## config.mk

```make
export PLATFORM = sky130hd
export DESIGN_NAME = nand4_sweep_ctrl
export DESIGN_NICKNAME = d
export VERILOG_FILES = /design/src/rtl/nand4_sweep_pkg.sv /design/src/rtl/nand4_sweep_ctrl.sv
export SDC_FILE = /design/constraint.sdc
export NUM_CORES = 1
export LEC_CHECK = 0
export ABC_AREA = 1
export BUFFER_PORTS_ARGS = -buffer_cell sky130_fd_sc_hd__buf_2
export CORE_MARGIN = 1
export CORE_UTILIZATION = 45
export DETAILED_ROUTE_END_ITERATION = 7
export PLACE_DENSITY = 0.7
export SYNTH_ARGS = -nofsm -noshare
export SYNTH_HDL_FRONTEND = slang
export SYNTH_SLANG_ARGS = --single-unit
```

## constraint.sdc

```tcl
create_clock -name clk -period 2.34 [get_ports clk]
set_input_delay 0.468 -clock clk [delete_from_list [all_inputs] [get_ports clk]]
set_output_delay 0.468 -clock clk [all_outputs]
set_load 0.01 [all_outputs]
```

## src/rtl/nand4_sweep_pkg.sv

```systemverilog
// Shared types and constants for the 4-input gate sweep controller.
package nand4_sweep_pkg;

    typedef enum logic [1:0] {
        IDLE   = 2'd0,
        DRIVE  = 2'd1,
        CHECK  = 2'd2,
        FINISH = 2'd3
    } state_e;

    localparam int unsigned NUM_VECTORS = 16;
    localparam int unsigned VEC_W       = 4;
    localparam int unsigned ERR_W       = 5;

    localparam logic [NUM_VECTORS-1:0] NAND4_TRUTH = 16'h7FFF;
    localparam logic [NUM_VECTORS-1:0] AND4_TRUTH  = 16'h8000;

endpackage

```

## src/rtl/nand4_sweep_ctrl.sv

```systemverilog
// Drives all 16 input vectors of a 4-input gate in order, waits a settle time,
// samples the gate output and scores it against an expected truth table.
module nand4_sweep_ctrl
    import nand4_sweep_pkg::*;
#(
    parameter int unsigned                SETTLE_CYCLES = 2,
    parameter logic [NUM_VECTORS-1:0]     EXP_TRUTH     = NAND4_TRUTH
) (
    input  logic             clk,
    input  logic             rst_n,
    input  logic             start,
    input  logic             abort,
    input  logic             e,
    output logic             a,
    output logic             b,
    output logic             c,
    output logic             d,
    output logic             busy,
    output logic             done,
    output logic             pass,
    output logic [ERR_W-1:0] err_count,
    output logic             fail_valid,
    output logic [VEC_W-1:0] first_fail_vec
);

    localparam int unsigned CNT_W = (SETTLE_CYCLES > 1) ? $clog2(SETTLE_CYCLES) : 1;
    localparam logic [CNT_W-1:0] CNT_LAST = CNT_W'(SETTLE_CYCLES - 1);
    localparam logic [VEC_W-1:0] VEC_LAST = VEC_W'(NUM_VECTORS - 1);

    state_e             state_q, state_d;
    logic [VEC_W-1:0]   vec_q, vec_d;
    logic [CNT_W-1:0]   cnt_q, cnt_d;
    logic [VEC_W-1:0]   gate_q, gate_d;
    logic               busy_d, done_d, pass_d, fail_valid_d;
    logic [ERR_W-1:0]   err_count_d;
    logic [VEC_W-1:0]   first_fail_vec_d;
    logic               in_sweep;

    // State and registered outputs
    always_ff @(posedge clk) begin
        if (!rst_n) begin
            state_q        <= IDLE;
            vec_q          <= '0;
            cnt_q          <= '0;
            gate_q         <= '0;
            busy           <= 1'b0;
            done           <= 1'b0;
            pass           <= 1'b0;
            err_count      <= '0;
            fail_valid     <= 1'b0;
            first_fail_vec <= '0;
        end else begin
            state_q        <= state_d;
            vec_q          <= vec_d;
            cnt_q          <= cnt_d;
            gate_q         <= gate_d;
            busy           <= busy_d;
            done           <= done_d;
            pass           <= pass_d;
            err_count      <= err_count_d;
            fail_valid     <= fail_valid_d;
            first_fail_vec <= first_fail_vec_d;
        end
    end

    // Next state; outputs are derived from the next state so they land with it
    always_comb begin
        state_d          = state_q;
        vec_d            = vec_q;
        cnt_d            = cnt_q;
        pass_d           = pass;
        err_count_d      = err_count;
        fail_valid_d     = fail_valid;
        first_fail_vec_d = first_fail_vec;

        unique case (state_q)
            IDLE: begin
                if (start) begin
                    state_d          = DRIVE;
                    vec_d            = '0;
                    cnt_d            = '0;
                    pass_d           = 1'b0;
                    err_count_d      = '0;
                    fail_valid_d     = 1'b0;
                    first_fail_vec_d = '0;
                end
            end
            DRIVE: begin
                if (abort) begin
                    state_d = IDLE;
                end else if (cnt_q == CNT_LAST) begin
                    state_d = CHECK;
                end else begin
                    cnt_d = cnt_q + CNT_W'(1);
                end
            end
            CHECK: begin
                if (abort) begin
                    state_d = IDLE;
                end else begin
                    if (e != EXP_TRUTH[vec_q]) begin
                        err_count_d = err_count + ERR_W'(1);
                        if (!fail_valid) begin
                            fail_valid_d     = 1'b1;
                            first_fail_vec_d = vec_q;
                        end
                    end
                    if (vec_q == VEC_LAST) begin
                        state_d = FINISH;
                        pass_d  = (err_count_d == '0);
                    end else begin
                        state_d = DRIVE;
                        vec_d   = vec_q + VEC_W'(1);
                        cnt_d   = '0;
                    end
                end
            end
            FINISH: begin
                state_d = IDLE;
            end
            default: begin
                state_d = IDLE;
            end
        endcase

        in_sweep = (state_d == DRIVE) || (state_d == CHECK);
        busy_d   = in_sweep;
        done_d   = (state_d == FINISH);
        gate_d   = in_sweep ? vec_d : '0;
    end

    assign a = gate_q[3];
    assign b = gate_q[2];
    assign c = gate_q[1];
    assign d = gate_q[0];

endmodule
```

=== Word-level counts from Yosys, hierarchy flattened ===
Memory sizes are Yosys's and may differ from the RTL's. A register that Yosys moved wholly into a read port is not among the register bits.
Cells that the tools add are included.

* Register bits: 24
* Bits in read-only memories: 16
* Input bits: 5
* Output and inout bits: 17
* Word-level logic and storage cells: 76
* Memories kept: 1

* $add $sub $neg: 3
* Magnitude comparators: 1
* Equality and inequality tests: 15
* Multiplexer cells: 35
* Reductions and logical operators: 11

{| class="wikitable"
|+ Memories
! name !! depth !! width !! read ports !! clocked after Yosys merged registers in !! wr ports !! RTL line !! RTL
|-
| (no name shown) || 16 || 1 || 1 || 1 || 0 || nand4_sweep_ctrl.sv:101 || <nowiki>if (e != EXP_TRUTH[vec_q]) begin</nowiki>
|}

{| class="wikitable"
|+ Operators by type and width
! kind !! number
|-
| 2-to-1 mux 4 bit || 8
|-
| 2-to-1 mux 5 bit || 5
|-
| case mux 4 bit (2 select lines) || 2
|-
| != test 2 bit, second input constant || 7
|-
| 2-to-1 mux 1 bit || 10
|-
| 2-to-1 mux 2 bit || 5
|-
| case mux 5 bit (2 select lines) || 1
|-
| AND reduction 5 bit || 2
|-
| equality test 2 bit, second input constant || 4
|-
| case mux 2 bit (4 select lines) || 1
|-
| AND reduction 4 bit || 2
|-
| adder 5 x 1 -> 5 bit, second input constant || 1
|-
| zero test 5 bit || 1
|-
| less-than comparator 4 x 5 -> 1 bit, second input constant || 1
|-
| adder 4 x 1 -> 4 bit, second input constant || 1
|-
| equality test 2 x 1 -> 1 bit, second input constant || 2
|-
| equality test 4 bit, second input constant || 1
|-
| case mux 1 bit (2 select lines) || 2
|-
| case mux 1 bit (3 select lines) || 1
|-
| AND reduction 3 bit || 1
|-
| nonzero test 3 bit || 1
|-
| zero test 2 bit || 1
|-
| AND reduction 2 bit || 1
|-
| nonzero test 2 bit || 1
|-
| 3 further kinds || 3
|}

=== Logic depth before layout (Yosys ltp) ===
Gate-level depths: netlist (run 1).

* Depth in word-level cells: 10
* Gate-level depth with buffers: 11

=== Worst setup path after synthesis (run 1) ===
Ideal clock, no wire load.

* Path type: reg2reg
* Start: reg vec_q[0]
* End: reg gate_q[3]
* Library setup time: 0.123 ns
* Arrival time: 1.427 ns
* Required time: 2.217 ns
* Path slack: 0.790 ns
* Cell stages (with the launch flop): 9
* Buffers on the path: 0
* Period minus slack after synthesis: 1.550 ns
* Path through: dfxtp_1 ha_1 nand3_1 nor2_1 a21oi_1 nor3_1 ha_1 nand2_1 nor2_1

* Longest elaborated chain between the ends: 7

{| class="wikitable"
|+ Ends and longest elaborated chain
! element !! RTL line !! RTL
|-
| start: declaration || nand4_sweep_ctrl.sv:31 || <nowiki>logic [VEC_W-1:0] vec_q, vec_d;</nowiki>
|-
| start signal: assignment || nand4_sweep_ctrl.sv:54 || <nowiki>vec_q <= vec_d;</nowiki>
|-
| equality test 4 bit * || nand4_sweep_ctrl.sv:108 || <nowiki>if (vec_q == VEC_LAST) begin</nowiki>
|-
| 2-to-1 mux 2 bit * || nand4_sweep_ctrl.sv:108 ||
|-
| 2-to-1 mux 2 bit * || nand4_sweep_ctrl.sv:98 || <nowiki>if (abort) begin</nowiki>
|-
| case mux 2 bit (4 select lines) * || nand4_sweep_ctrl.sv:76 || <nowiki>unique case (state_q)</nowiki>
|-
| named net state_d[1] || nand4_sweep_ctrl.sv:30 || <nowiki>state_e state_q, state_d;</nowiki>
|-
| equality test 2 x 1 -> 1 bit / equality test 2 bit (equally long branches) || nand4_sweep_ctrl.sv:126 || <nowiki>in_sweep = (state_d == DRIVE) || (state_d == CHECK);</nowiki>
|-
| logical OR 1 bit * || nand4_sweep_ctrl.sv:126 ||
|-
| named net busy_d || nand4_sweep_ctrl.sv:34 || <nowiki>logic busy_d, done_d, pass_d, fail_valid_d;</nowiki>
|-
| AND reduction 2 bit (no line) * || -- ||
|-
| end signal: assignment || nand4_sweep_ctrl.sv:56 || <nowiki>gate_q <= gate_d;</nowiki>
|-
| end: declaration || nand4_sweep_ctrl.sv:33 || <nowiki>logic [VEC_W-1:0] gate_q, gate_d;</nowiki>
|}

Mark *: on every way through the listed nets, which the timed path passes. The rest lies on a longest branch.
A chain may end at the register's enable or synchronous reset.

=== Final worst setup path (run 1) ===
Ends and elaborated chain as after synthesis.

==> reports/results.txt, run 1 <==
The worst setup path is launched from a register. In this design, the stage delay of the slowest critical-path cell is 0.47 ns. At the pin with the least slew margin, the transition time is 0.3617 ns.

The number of hold buffers added after CTS was 0. The critical path starts at vec_q[0]. The proportion of register bits with asynchronous set or reset after synthesis came out at 0%. The routed via count divided by cell count came out at 5.096. The total of buffers placed on input and output ports came out at 21.

The worst min-delay path class is input pin to register. First-pass iteration count of the detailed router: 5. The worst path uses 76.91% of the clock period. The flow ran to the end, and the final reports show no timing, DRC or antenna violations. The net count after synthesis is 193.

Cells with a size suffix above 1 make up 16.75% of the layout. For the fraction of the core area covered by cells at the end of the flow, the log shows 55.41%. For the wire length reported by the detailed router, the log shows 2.740 mm. Together, buffers and inverters on the worst path number 0. The layout overhead on the synthesized area was 13.13%.

The critical path's top delay family was simple AND/OR/NAND/NOR gates. Synthesized instance count: 185. The pre-CTS setup slack was 0.5994 ns; the maximum number of pins on one net before global-route repair was 16. After detailed placement, the total cell area comes to 1393 µm².

The routed length per instance works out to 11.46 µm. The root buffer cell chosen for the clock tree is sky130_fd_sc_hd__clkbuf_4. For the initial cell density of the core, the log shows 48.98%. In this run switching power makes up 28.56% of total power. The average cell area after synthesis was 6.797 µm²; the total clock buffers created by CTS was 3. The global router's overall resource usage was 20.08%; the floorplan die area was 3010 µm². Flip-flop cell with the highest count after synthesis: sky130_fd_sc_hd__dfxtp_1. At the later pin of the worst-skew pair, clock insertion delay measures 0.33 ns. The relative max-transition margin came out at 75.85%. The logs give 27.1% for the clock power share and 1257 µm² for the total standard cell area after synthesis. Number of violations reported at the end of detailed-routing iteration 0: 28. Sorting the synthesized cells by how often they occur yields sky130_fd_sc_hd__nand2_1, sky130_fd_sc_hd__dfxtp_1, sky130_fd_sc_hd__inv_1.

The number of synthesized flops with an enable pin was 0. The maximum net fanout on the critical path is 6, and the cell row count is 18. The logs give 2567 µm² for the placeable core region and 2.03 ns for the data arrival time at the worst-slack endpoint. The startpoint of the tightest hold check path is abort. The chip height was 54.86 µm; the first-pass GRT wire length was 4.284 mm.

The clock passes through at most 2 buffers. STA puts the critical path data required time at 2.57 ns. Summed over all layers, the global routing overflow is 0.

Number of different library cells in the post-synthesis netlist: 23. The final-report hold violation count is 0. The worst supply voltage drop on vdd is 0.0003433 V.

In the post-synthesis netlist, the cell with the most instances is sky130_fd_sc_hd__nand2_1. In this run the static leakage power is 0.7389 nW. For this run, the register share of the synthesized area comes to 39.80%. Summing internal, switching and leakage power gives 0.7514 mW.

The congestion estimate from routability-driven global placement came to 0.9092. In this run the power density over the cells is 528.2 nW/µm². The internal power of the cells totals 0.5368 mW.

The wire-length estimate of the detail-placed layout is 2.095 mm. The critical path is of the register to register type. The number of failing setup endpoints in the final timing report came out at 0.

Walking the worst path, the cells encountered are ha_1, nand3_1, nor2_1, a21oi_1, nor3_1, ha_1, nand2_1, nor2_1. During synthesis, Yosys emitted a total of 0 warnings. After synthesis, the cell types taking the most area are sky130_fd_sc_hd__dfxtp_1, sky130_fd_sc_hd__nand2_1, sky130_fd_sc_hd__inv_1.

Combinational cells account for 12.8% of the total power. Clock-pin slew was measured on the worst setup and hold paths at 0.15 ns. The analysis attributes to net switching a power of 0.2146 mW.

In this run the post-CTS setup repair buffer count came out at 0. The worst setup skew after layout was 0.005513 ns; the total clock sinks was 25. In this run the remaining antenna-violating nets after routing total 0. The number of H-tree levels was 1. The number of pins with negative max-slew slack in the final report was 0; the final cell area excluding filler cells was 1423 µm². After the last flow step, the layout net total stands at 218.

In the routed design, unresolved DRC markers number 0. In this run the critical register-to-register path is launched from vec_q[0]. The summed negative setup slack over all endpoints is 0 ns, and the count of instances resized after the clock tree is built is 0. Derived from the worst setup path, the maximum achievable clock frequency is 0.5557 GHz. STA classifies the critical path endpoint as a register. Counting flops and latches in the post-synthesis netlist gives 25.

For this design the top-level I/O count stands at 22. The biggest area contributor in the post-synthesis netlist is sky130_fd_sc_hd__dfxtp_1. For the via count of the first global-routing pass, the log shows 1069. The proportion of power drawn by flip-flops and latches came out at 60.1%.

The number of diodes was 0; the portion of synthesized cell area occupied by the leading cell type was 39.80%. For the initial antenna violation count, the log shows 0. In the post-route analysis, the smallest setup slack over all paths is 0.5404 ns. Max-cap violations in this run came to 0.

TritonCTS built the clock tree. The critical-path cell with the highest stage delay is sky130_fd_sc_hd__dfxtp_1. Setup repair after global routing left no endpoint under its margin. From left edge to right edge, the die measures 54.86 µm. Summing over every cut layer, the via total after detailed routing is 1218. Counting I/O delays and the setup requirement, the final critical path takes 1.800 ns.
==> layer usage <==
layer / part of all wire (%) / up-vias / track usage (%)
met5: 0 / - / 0
met4: 1.5 / 0 / 7.265
met3: 4.5 / 9 / 2.778
met2: 52 / 39 / 38.96
met1: 42 / 547 / 21.40
li1: - / 623 / -
==> placed cells by master (no fill, tap or decap) <==
cell / n
sky130_fd_sc_hd__nor2_1: 21
sky130_fd_sc_hd__dfxtp_1: 25
sky130_fd_sc_hd__xor2_1: 2
sky130_fd_sc_hd__nor2_2: 1
sky130_fd_sc_hd__clkinv_1: 1
sky130_fd_sc_hd__nor3_2: 1
sky130_fd_sc_hd__o21ai_1: 4
sky130_fd_sc_hd__buf_2: 21
sky130_fd_sc_hd__nor3_1: 2
sky130_fd_sc_hd__clkbuf_4: 3
sky130_fd_sc_hd__nor2_8: 1
sky130_fd_sc_hd__a21oi_4: 1
sky130_fd_sc_hd__nand2_4: 3
sky130_fd_sc_hd__nand3_1: 11
sky130_fd_sc_hd__o21ai_0: 2
sky130_fd_sc_hd__nand2_1: 61
sky130_fd_sc_hd__inv_2: 2
sky130_fd_sc_hd__clkinvlp_4: 1
sky130_fd_sc_hd__ha_1: 3
sky130_fd_sc_hd__nor4_1: 2
sky130_fd_sc_hd__a21boi_0: 1
sky130_fd_sc_hd__a21oi_1: 14
sky130_fd_sc_hd__a22oi_1: 1
sky130_fd_sc_hd__nand2_2: 1
sky130_fd_sc_hd__inv_1: 24
==> path summary, 6_finish.rpt <==
check / slack, ns / cells after the start / end
max: 0.54 / 8 / gate_q[3]
min: 0.34 / 2 / state_q[1]
max reg2reg: 0.54 / 8 / gate_q[3]
min reg2reg: 0.50 / 2 / err_count[4]
==> final cells by class <==
class                           count  area (µm²)
Clock buffer                        3       22.52
Clock inverter                      1       7.507
Fill cell                         256        1145
Inverter                           27       101.3
Multi-Input combinational cell    132       648.1
Sequential cell                    25       500.5
Tap cell                           30       37.54
Timing Repair Buffer               21       105.1
==> power by group through the flow <==
stage / combinational [mW] / clock, mW / sequential [mW]
2_1_floorplan: 0.0620 / 0 / 0.464
3_3_place_gp: 0.0922 / 0 / 0.460
3_5_place_dp: 0.0954 / 0 / 0.461
4_1_cts: 0.0959 / 0.210 / 0.452
5_1_grt: 0.107 / 0.223 / 0.454
6_report: 0.0960 / 0.204 / 0.452
==> stage by stage <==
stage	instances	hold WS, ns
after detailed placement	235	0.4853
after CTS	239	0.3363
after global routing	239	0.3338
after floorplan	185	0.4893
final	239	0.3407
after global placement	235	0.4895
==> worst reg2reg max path, cell delays in order, from the launching register on <==
cell and delay [ns]:
sky130_fd_sc_hd__dfxtp_1 0.47, sky130_fd_sc_hd__ha_1 0.22, sky130_fd_sc_hd__nand3_1 0.13, sky130_fd_sc_hd__nor2_1 0.19, sky130_fd_sc_hd__a21oi_1 0.09, sky130_fd_sc_hd__nor3_1 0.16
sky130_fd_sc_hd__ha_1 0.29, sky130_fd_sc_hd__nand2_1 0.11, sky130_fd_sc_hd__nor2_1 0.05
==> logic make-up after synthesis <==
group | share of synthesized area, %
adders and majority gates | 2.985
xor gates and xnor gates | 1.393
and+or+nand+nor | 36.72
AOI/OAI and AO/OA | 10.45
DFF | 39.80
buffers and inverters | 8.657
==> sequential cells by signal (all words and copies together) (netlist names), named ones only <==
register	cells
fail_valid	1
err_count	5
first_fail_vec	4
done	1
state_q	2
vec_q	4
cnt_q	1
busy	1
gate_q	4
pass	1
No activity file was read; power rests on OpenSTA's default activity.
==> run 2: changes to the inputs <==
==> constraint.sdc (replaced) <==
create_clock -name clk -period 1.67 [get_ports clk]
set_input_delay 0.334 -clock clk [delete_from_list [all_inputs] [get_ports clk]]
set_output_delay 0.334 -clock clk [all_outputs]
set_load 0.01 [all_outputs]
==> run 2 against run 1 <==
Maximum frequency up 14%. First-iteration DRC count rose by 7.1%. Flip-flop and latch count unchanged. Sequential power grew 40%. Routed wire length up 4.6%. Critical path type unchanged.
==> reports/results.txt, run 2 (same netlist as run 1, synthesis figures left out) <==
The logs give 0.09948 ns (was 0.5994 ns) for the pre-CTS setup slack and 0 (unchanged) for the initial antenna violation count. For the static leakage, the log shows 0.7741 nW (was 0.7389 nW). Kind of launch point of the worst setup path: a register (unchanged). For the cell row count, the log shows 18 (unchanged).

For the flop-to-flop setup slack, the log shows 0.1 ns (was 0.54 ns). The tools report the number of violations reported at the end of detailed-routing iteration 0 as 30 (was 28). The buffering stage count on the worst path with inverters included came out at 0 (unchanged). The final estimated routing congestion in global placement was 0.9191 (was 0.9092); the initial cell density of the core was 48.98% (unchanged).

The worst setup skew after layout came out at 0.006509 ns (was 0.005513 ns). For the proportion of power drawn by flip-flops and latches, the log shows 59.4% (was 60.1%). The switching part of the total is 28.64% (was 28.56%). The fraction of layout cells with a size suffix above 1 was 22.33% (was 16.75%); the worst supply voltage drop on vdd was 0.0004207 V (was 0.0003433 V).

For the total setup buffers inserted after CTS, the log shows 0 (unchanged). The maximum number of pins on one net before global-route repair is 16 (unchanged), and the depth of the worst register-to-register path is 8 (unchanged). The number of fill cells was 258 (was 256); the clock power share was 26.8% (was 27.1%). The critical-path cell with the highest stage delay is sky130_fd_sc_hd__dfxtp_2 (was sky130_fd_sc_hd__dfxtp_1). Total clock buffers created by CTS: 3 (unchanged).

Stage delay of the slowest cell on the critical path: 0.36 ns (was 0.47 ns). The flip-flop count of the largest register, all copies and words added was 5 (unchanged); the final-report hold violation count was 0 (unchanged). The critical path data required time came out at 1.91 ns (was 2.57 ns). For the number of diodes, the log shows 0 (unchanged).

The final net count came out at 224 (was 218). For the worst hold margin, the log shows 0.1911 ns (was 0.3407 ns). Routed length per instance: 11.70 µm (was 11.46 µm). The maximum net fanout on the critical path is 3 (was 6). The cell chosen for the clock root was sky130_fd_sc_hd__clkbuf_4 (unchanged). For the floorplan die area, the log shows 3010 µm² (unchanged). The critical path depth in cells was 8 (unchanged). For the first-pass GRT wire length, the log shows 4.526 mm (was 4.284 mm). The x dimension of the die is 54.86 µm (unchanged), and the data arrival time at the worst-slack endpoint is 1.81 ns (was 2.03 ns). For the global router's overall resource usage, the log shows 21.37% (was 20.08%).

The portion of the clock cycle consumed by the worst path in the final layout works out to 94.17% (was 76.91%). The tools report the number of H-tree levels as 1 (unchanged). The critical path's top delay family is simple AND/OR/NAND/NOR gates (unchanged). The actual slew at the worst max-slew pin is 0.2971 ns (was 0.3617 ns).

The run gives 0 (unchanged) as the total of max-cap violations. The total clock sinks was 25 (unchanged); the summed negative setup slack over all endpoints was 0 ns (unchanged). The peak clock frequency supported by timing was 0.6359 GHz (was 0.5557 GHz). The tools report the combinational power share as 13.8% (was 12.8%). The post-route worst setup slack was 0.09736 ns (was 0.5404 ns). The end of the worst register-to-register path was gate_q[1] (was gate_q[3]). Most frequent cells in the layout: sky130_fd_sc_hd__nand2_1, sky130_fd_sc_hd__inv_1, sky130_fd_sc_hd__dfxtp_1, sky130_fd_sc_hd__buf_2, sky130_fd_sc_hd__nor2_1 (was sky130_fd_sc_hd__nand2_1, sky130_fd_sc_hd__dfxtp_1, sky130_fd_sc_hd__inv_1, sky130_fd_sc_hd__nor2_1, sky130_fd_sc_hd__buf_2).

The beginning of the critical path is vec_q[1] (was vec_q[0]). Endpoint class of the critical path: a register (unchanged). Worst min-delay path class: input pin to register (unchanged). The via total after detailed routing is 1252 (was 1218). The via count of the first global-routing pass is 1083 (was 1069).

Largest register by flop count: err_count (unchanged). The power per standard cell area was 714.1 nW/µm² (was 528.2 nW/µm²). For the total half-perimeter wirelength after legalization and detailed placement, the log shows 2.189 mm (was 2.095 mm). The cell-internal power was 0.7593 mW (was 0.5368 mW); the total of buffers placed on input and output ports was 21 (unchanged). The tools report the relative max-transition margin as 80.19% (was 75.85%). For the switching power of the nets, the log shows 0.3048 mW (was 0.2146 mW). The number of pins with negative max-slew slack in the final report was 0 (unchanged); the wire length reported by the detailed router was 2.867 mm (was 2.740 mm).

The number of top-level design ports was 22 (unchanged). TritonCTS built the clock tree. First-pass iteration count of the detailed router: 4 (was 5).

The tools report the detailed-route DRC error count as 0 (unchanged). The startpoint of the worst register-to-register path is vec_q[1] (was vec_q[0]). The chip height was 54.86 µm (unchanged); the placeable core region was 2567 µm² (unchanged). Residual overflow from global routing: 0 (unchanged). The end point of the critical path is gate_q[1] (was gate_q[3]).

The run gives 0 (unchanged) as the number of routed nets with antenna violations. Cell-by-cell trace of the critical path: ha_1, nand3_1, nor2_2, a21oi_2, nor3_2, ha_1, nand2_2, nor2_1 (was ha_1, nand3_1, nor2_1, a21oi_1, nor3_1, ha_1, nand2_1, nor2_1). The number of failing setup endpoints in the final timing report came out at 0 (unchanged).

Critical path class: register to register (unchanged). The flow ran to the end, and the final reports show no timing, DRC or antenna violations. In this design, the critical path's most frequently occurring cell is sky130_fd_sc_hd__ha_1. Layout overhead on the synthesized area: 18.51% (was 13.13%). Leading cell type in the layout, fill and taps excluded: sky130_fd_sc_hd__nand2_1 (unchanged). Setup repair after global routing left no endpoint under its margin. The clock latency reported for the late side of the worst-skew pair came out at 0.33 ns (about the same).

The clock tree buffer depth was 2 (unchanged); the routed via count divided by cell count was 5.110 (was 5.096). The final period demand of the worst path was 1.573 ns (was 1.800 ns); the clock edge transition at the registers on the reported setup and hold paths was 0.15 ns (about the same).
[run 2: power by group through the flow]
stage	Combinational (mW)	Clock (mW)	Sequential (mW)
floorplan	0.0869	0	0.651
global placement	0.139	0	0.641
detailed placement	0.143	0	0.643
CTS	0.143	0.290	0.631
global route	0.165	0.316	0.635
finish	0.147	0.285	0.632
[run 2: stage by stage]
stage / area, µm² / cells / utilization (%) / power (mW)
6_report: 1490 / 245 / 58.04 / 1.064
5_1_grt: 1490 / 245 / 58.04 / 1.115
4_1_cts: 1468 / 245 / 57.16 / 1.063
3_5_place_dp: 1438 / 241 / 55.99 / 0.7855
3_3_place_gp: 1438 / 241 / 55.99 / 0.7795
2_1_floorplan: 1257 / 185 / - / 0.7376
[run 2: what timing repair did]
| action | 4_1_cts | 5_1_grt |
|---|---|---|
| hold buffers | 0 | 0 |
| endpoints found under the hold margin | 0 | 0 |
| resized for setup | 0 | 8 |
| endpoints found under the setup margin | 0 | 5 |
[run 2: worst min-delay path by stage]
stage / from / endpoint / slack [ns] / cells past startpoint
3_3_place_gp: fail_valid / fail_valid / 0.49 / 2
6_report: abort / state_q[1] / 0.19 / 2
4_1_cts: abort / state_q[1] / 0.18 / 2
3_5_place_dp: err_count[4] / err_count[4] / 0.49 / 2
5_1_grt: abort / state_q[1] / 0.19 / 2
2_1_floorplan: abort / state_q[1] / 0.41 / 1
[run 2: area by class of cell]
cell class | count | area (µm²) | area share (%)
Clock inverter | 1 | 7.507 | 0.5038
Timing Repair Buffer | 27 | 150.1 | 10.08
Sequential cell | 25 | 504.2 | 33.84
Tap cell | 30 | 37.54 | 2.519
Multi-Input combinational cell | 132 | 666.9 | 44.75
Clock buffer | 3 | 22.52 | 1.511
Inverter | 27 | 101.3 | 6.801
[run 2: routing by layer]
metal | vias to the layer above | GRT usage [%] | part of all wire, %
met1 | 587 | 23.83 | 44
met2 | 21 | 41.16 | 52
met4 | 0 | 6.410 | 1.3
met3 | 5 | 2.500 | 2.5
met5 | - | 0 | 0
li1 | 639 | - | -
==> run 3: changes to the inputs <==
--- a/config.mk
+++ b/config.mk
@@ -8,9 +8,9 @@
 export ABC_AREA = 1
 export BUFFER_PORTS_ARGS = -buffer_cell sky130_fd_sc_hd__buf_2
 export CORE_MARGIN = 1
-export CORE_UTILIZATION = 45
+export CORE_UTILIZATION = 54
 export DETAILED_ROUTE_END_ITERATION = 7
-export PLACE_DENSITY = 0.7
+export PLACE_DENSITY = 0.81
 export SYNTH_ARGS = -nofsm -noshare
 export SYNTH_HDL_FRONTEND = slang
 export SYNTH_SLANG_ARGS = --single-unit
==> run 3 against run 2 <==
Via count grew 1.4%. Hold slack improved by 0.027 ns. Setup slack got worse by 0.036 ns. Clock power hardly changed. Critical path type unchanged. Largest cell class unchanged. Highest routed layer unchanged.
==> reports/results.txt, run 3 (same netlist as run 1, synthesis figures left out) <==
The critical-path cell with the highest stage delay is sky130_fd_sc_hd__dfxtp_2 (unchanged). The peak clock frequency supported by timing was 0.6218 GHz (was 0.6359 GHz); the routed length per instance was 11.76 µm (was 11.70 µm). The run finished with clean final reports. The fraction of layout cells with a size suffix above 1 works out to 20.66% (was 22.33%). The clock tree buffer depth was 2 (unchanged).

Kind of launch point of the worst setup path: a register (unchanged). The total half-perimeter wirelength after legalization and detailed placement was 2.156 mm (was 2.189 mm). The flip-flop count of the largest register, all copies and words added is 5 (unchanged), and the first-pass GRT wire length is 4.554 mm (was 4.526 mm).

The proportion of power drawn by flip-flops and latches was 59.6% (was 59.4%); the stage delay of the slowest cell on the critical path was 0.38 ns (was 0.36 ns). The worst setup skew after layout is 0.01081 ns (was 0.006509 ns), and the static leakage is 0.7625 nW (was 0.7741 nW). The post-route worst setup slack was 0.06170 ns (was 0.09736 ns); the number of routed nets with antenna violations was 0 (unchanged).

Detailed-route DRC error count: 0 (unchanged). The flop-to-flop setup slack was 0.06 ns (was 0.1 ns); the via total after detailed routing was 1269 (was 1252). The via count of the first global-routing pass was 1127 (was 1083); the buffering stage count on the worst path with inverters included was 0 (unchanged). The chip height was 50.26 µm (was 54.86 µm). Clock edge transition at the registers on the reported setup and hold paths: 0.15 ns (about the same). The depth of the worst register-to-register path came out at 8 (unchanged). The logs give 79.31% (was 80.19%) for the relative max-transition margin and 0 (unchanged) for the number of failing setup endpoints in the final timing report. The final cell area excluding filler cells was 1468 µm² (was 1490 µm²).

The tools report the worst hold margin as 0.2179 ns (was 0.1911 ns). The leading cell type in the layout, fill and taps excluded was sky130_fd_sc_hd__nand2_1 (unchanged). Most frequent cells in the layout: sky130_fd_sc_hd__nand2_1, sky130_fd_sc_hd__inv_1, sky130_fd_sc_hd__dfxtp_1, sky130_fd_sc_hd__buf_2, sky130_fd_sc_hd__nor2_1 (unchanged).

The logs give 2526 µm² (was 3010 µm²) for the floorplan die area and 1413 µm² (was 1438 µm²) for the instance area after placement. For the total clock sinks, the log shows 25 (unchanged). The total of buffers placed on input and output ports was 21 (unchanged). End of the worst register-to-register path: gate_q[3] (was gate_q[1]).

The tools report the initial cell density of the core as 56.84% (was 48.98%). The startpoint of the tightest hold check path was abort (unchanged). The routed via count divided by cell count was 5.266 (was 5.110).

The summed negative setup slack over all endpoints came out at 0 ns (unchanged). The layout overhead on the synthesized area is 16.72% (was 18.51%), and the final-report hold violation count is 0 (unchanged). The run gives 50 (was 30) as the number of violations reported at the end of detailed-routing iteration 0.

For the pre-CTS setup slack, the log shows -0.008053 ns (was 0.09948 ns). The number of diodes was 0 (unchanged); the data arrival time at the worst-slack endpoint was 1.84 ns (was 1.81 ns). The actual slew at the worst max-slew pin is 0.3104 ns (was 0.2971 ns), and the combinational power share is 13.6% (was 13.8%).

The tools report the total clock buffers created by CTS as 3 (unchanged). The instance count along the most critical hold path works out to 2 (unchanged). The tools report the sink of the worst hold path as state_q[1] (unchanged). Largest register by flop count: err_count (unchanged).

TritonCTS built the clock tree. The maximum net fanout on the critical path was 4 (was 3). The switching power of the nets was 0.3020 mW (was 0.3048 mW). Power per standard cell area: 720.8 nW/µm² (was 714.1 nW/µm²). The clock power share was 26.9% (was 26.8%); the global router's overall resource usage was 24.01% (was 21.37%). The number of H-tree levels came out at 1 (unchanged). The wire length reported by the detailed router was 2.835 mm (was 2.867 mm); the initial antenna violation count was 0 (unchanged). The power after layout is 1.058 mW (was 1.064 mW). Number of pins with negative max-slew slack in the final report: 0 (unchanged). The final net count came out at 222 (was 224). The endpoint class of the critical path is a register (unchanged). The cell repeated most along the worst path was sky130_fd_sc_hd__ha_1 (unchanged). Critical path class: register to register (unchanged). The switching part of the total is 28.55% (was 28.64%). The startpoint of the worst register-to-register path is vec_q[1] (unchanged). Setup repair after global routing could not meet its margin everywhere. The run gives 17 (was 18) as the cell row count.

The portion of the clock cycle consumed by the worst path in the final layout works out to 96.31% (was 94.17%). The run gives 16 (unchanged) as the maximum number of pins on one net before global-route repair. Number of top-level design ports: 22 (unchanged).

Final period demand of the worst path: 1.608 ns (was 1.573 ns). Worst min-delay path class: input pin to register (unchanged). The x dimension of the die was 50.26 µm (was 54.86 µm). The placeable core region was 2212 µm² (was 2567 µm²); the first-pass iteration count of the detailed router was 4 (unchanged). The critical path's top delay family is simple AND/OR/NAND/NOR gates (unchanged).

Cell-by-cell trace of the critical path: ha_1, nand3_2, nor2_2, a21oi_2, nor3_2, ha_1, nand2_1, nor2_1 (was ha_1, nand3_1, nor2_2, a21oi_2, nor3_2, ha_1, nand2_2, nor2_1). The cell-internal power is 0.7559 mW (was 0.7593 mW). The run gives 0 (unchanged) as the residual overflow from global routing. For the worst supply voltage drop on vdd, the log shows 0.0005610 V (was 0.0004207 V). The critical path data required time is 1.90 ns (was 1.91 ns), and the final estimated routing congestion in global placement is 0.9233 (was 0.9191). The total of max-cap violations came out at 0 (unchanged). The cell chosen for the clock root was sky130_fd_sc_hd__clkbuf_4 (unchanged). The clock latency reported for the late side of the worst-skew pair was 0.33 ns (about the same).
[run 3: cell types whose count changed in the layout (fill, tap and decap cells not counted), sizes merged]
| cell | delta |
|---|---|
| buf | -2 |
[run 3: through the flow]
stage                     instances  util [%]
after floorplan                 185         -
after global placement          236     63.86
after detailed placement        236     63.86
after CTS                       240     65.38
after global routing            241     66.35
final                           241     66.35
[run 3: worst max-delay path by stage]
stage	startpoint	slack, ns	cells after the start	endpoint
6_report	vec_q[1]	0.06	8	gate_q[3]
5_1_grt	state_q[1]	-0.02	7	gate_q[3]
4_1_cts	vec_q[1]	0.03	8	gate_q[3]
3_5_place_dp	vec_q[1]	-0.008	8	gate_q[3]
3_3_place_gp	vec_q[1]	0.11	8	gate_q[3]
2_1_floorplan	vec_q[0]	0.12	8	gate_q[3]
[run 3: worst reg2reg max path, cell delays in order (launching register included)]
cell and delay, ns:
sky130_fd_sc_hd__dfxtp_2 0.38, sky130_fd_sc_hd__ha_1 0.21, sky130_fd_sc_hd__nand3_2 0.12, sky130_fd_sc_hd__nor2_2 0.16, sky130_fd_sc_hd__a21oi_2 0.06, sky130_fd_sc_hd__nor3_2 0.14
sky130_fd_sc_hd__ha_1 0.28, sky130_fd_sc_hd__nand2_1 0.11, sky130_fd_sc_hd__nor2_1 0.06
[run 3: cell type report]
type / instances / area (µm²)
tap: 28 / 35.03
inverter: 27 / 101.3
clock inverter: 1 / 7.507
fill: 213 / 744.5
timing repair buffer: 25 / 135.1
multi-input combinational: 132 / 664.4
sequential: 25 / 501.7
clock buffer: 3 / 22.52
[run 3: repair_timing]
action                                  in CTS  in global routing
hold buffers                                 0                  0
pin swaps                                    0                  1
endpoints found under the setup margin       3                  5
gates cloned                                 0                  0
gates resized for setup                      2                  3
buffers inserted                             0                  1
[run 3: power groups by stage]
stage | registers (mW) | clock network [mW] | logic [mW]
3_5_place_dp | 0.642 | 0 | 0.140
5_1_grt | 0.632 | 0.310 | 0.162
4_1_cts | 0.630 | 0.287 | 0.141
2_1_floorplan | 0.651 | 0 | 0.0869
6_report | 0.630 | 0.284 | 0.143
3_3_place_gp | 0.641 | 0 | 0.135
[run 3: layer usage]
| metal | share of wire (%) | up-vias | GRT usage, % |
|---|---|---|---|
| li1 | - | 635 | - |
| met5 | 0 | - | 0 |
| met3 | 4.3 | 10 | 3.636 |
| met2 | 52 | 49 | 45.78 |
| met4 | 2.3 | 0 | 10.95 |
| met1 | 41 | 575 | 25.28 |
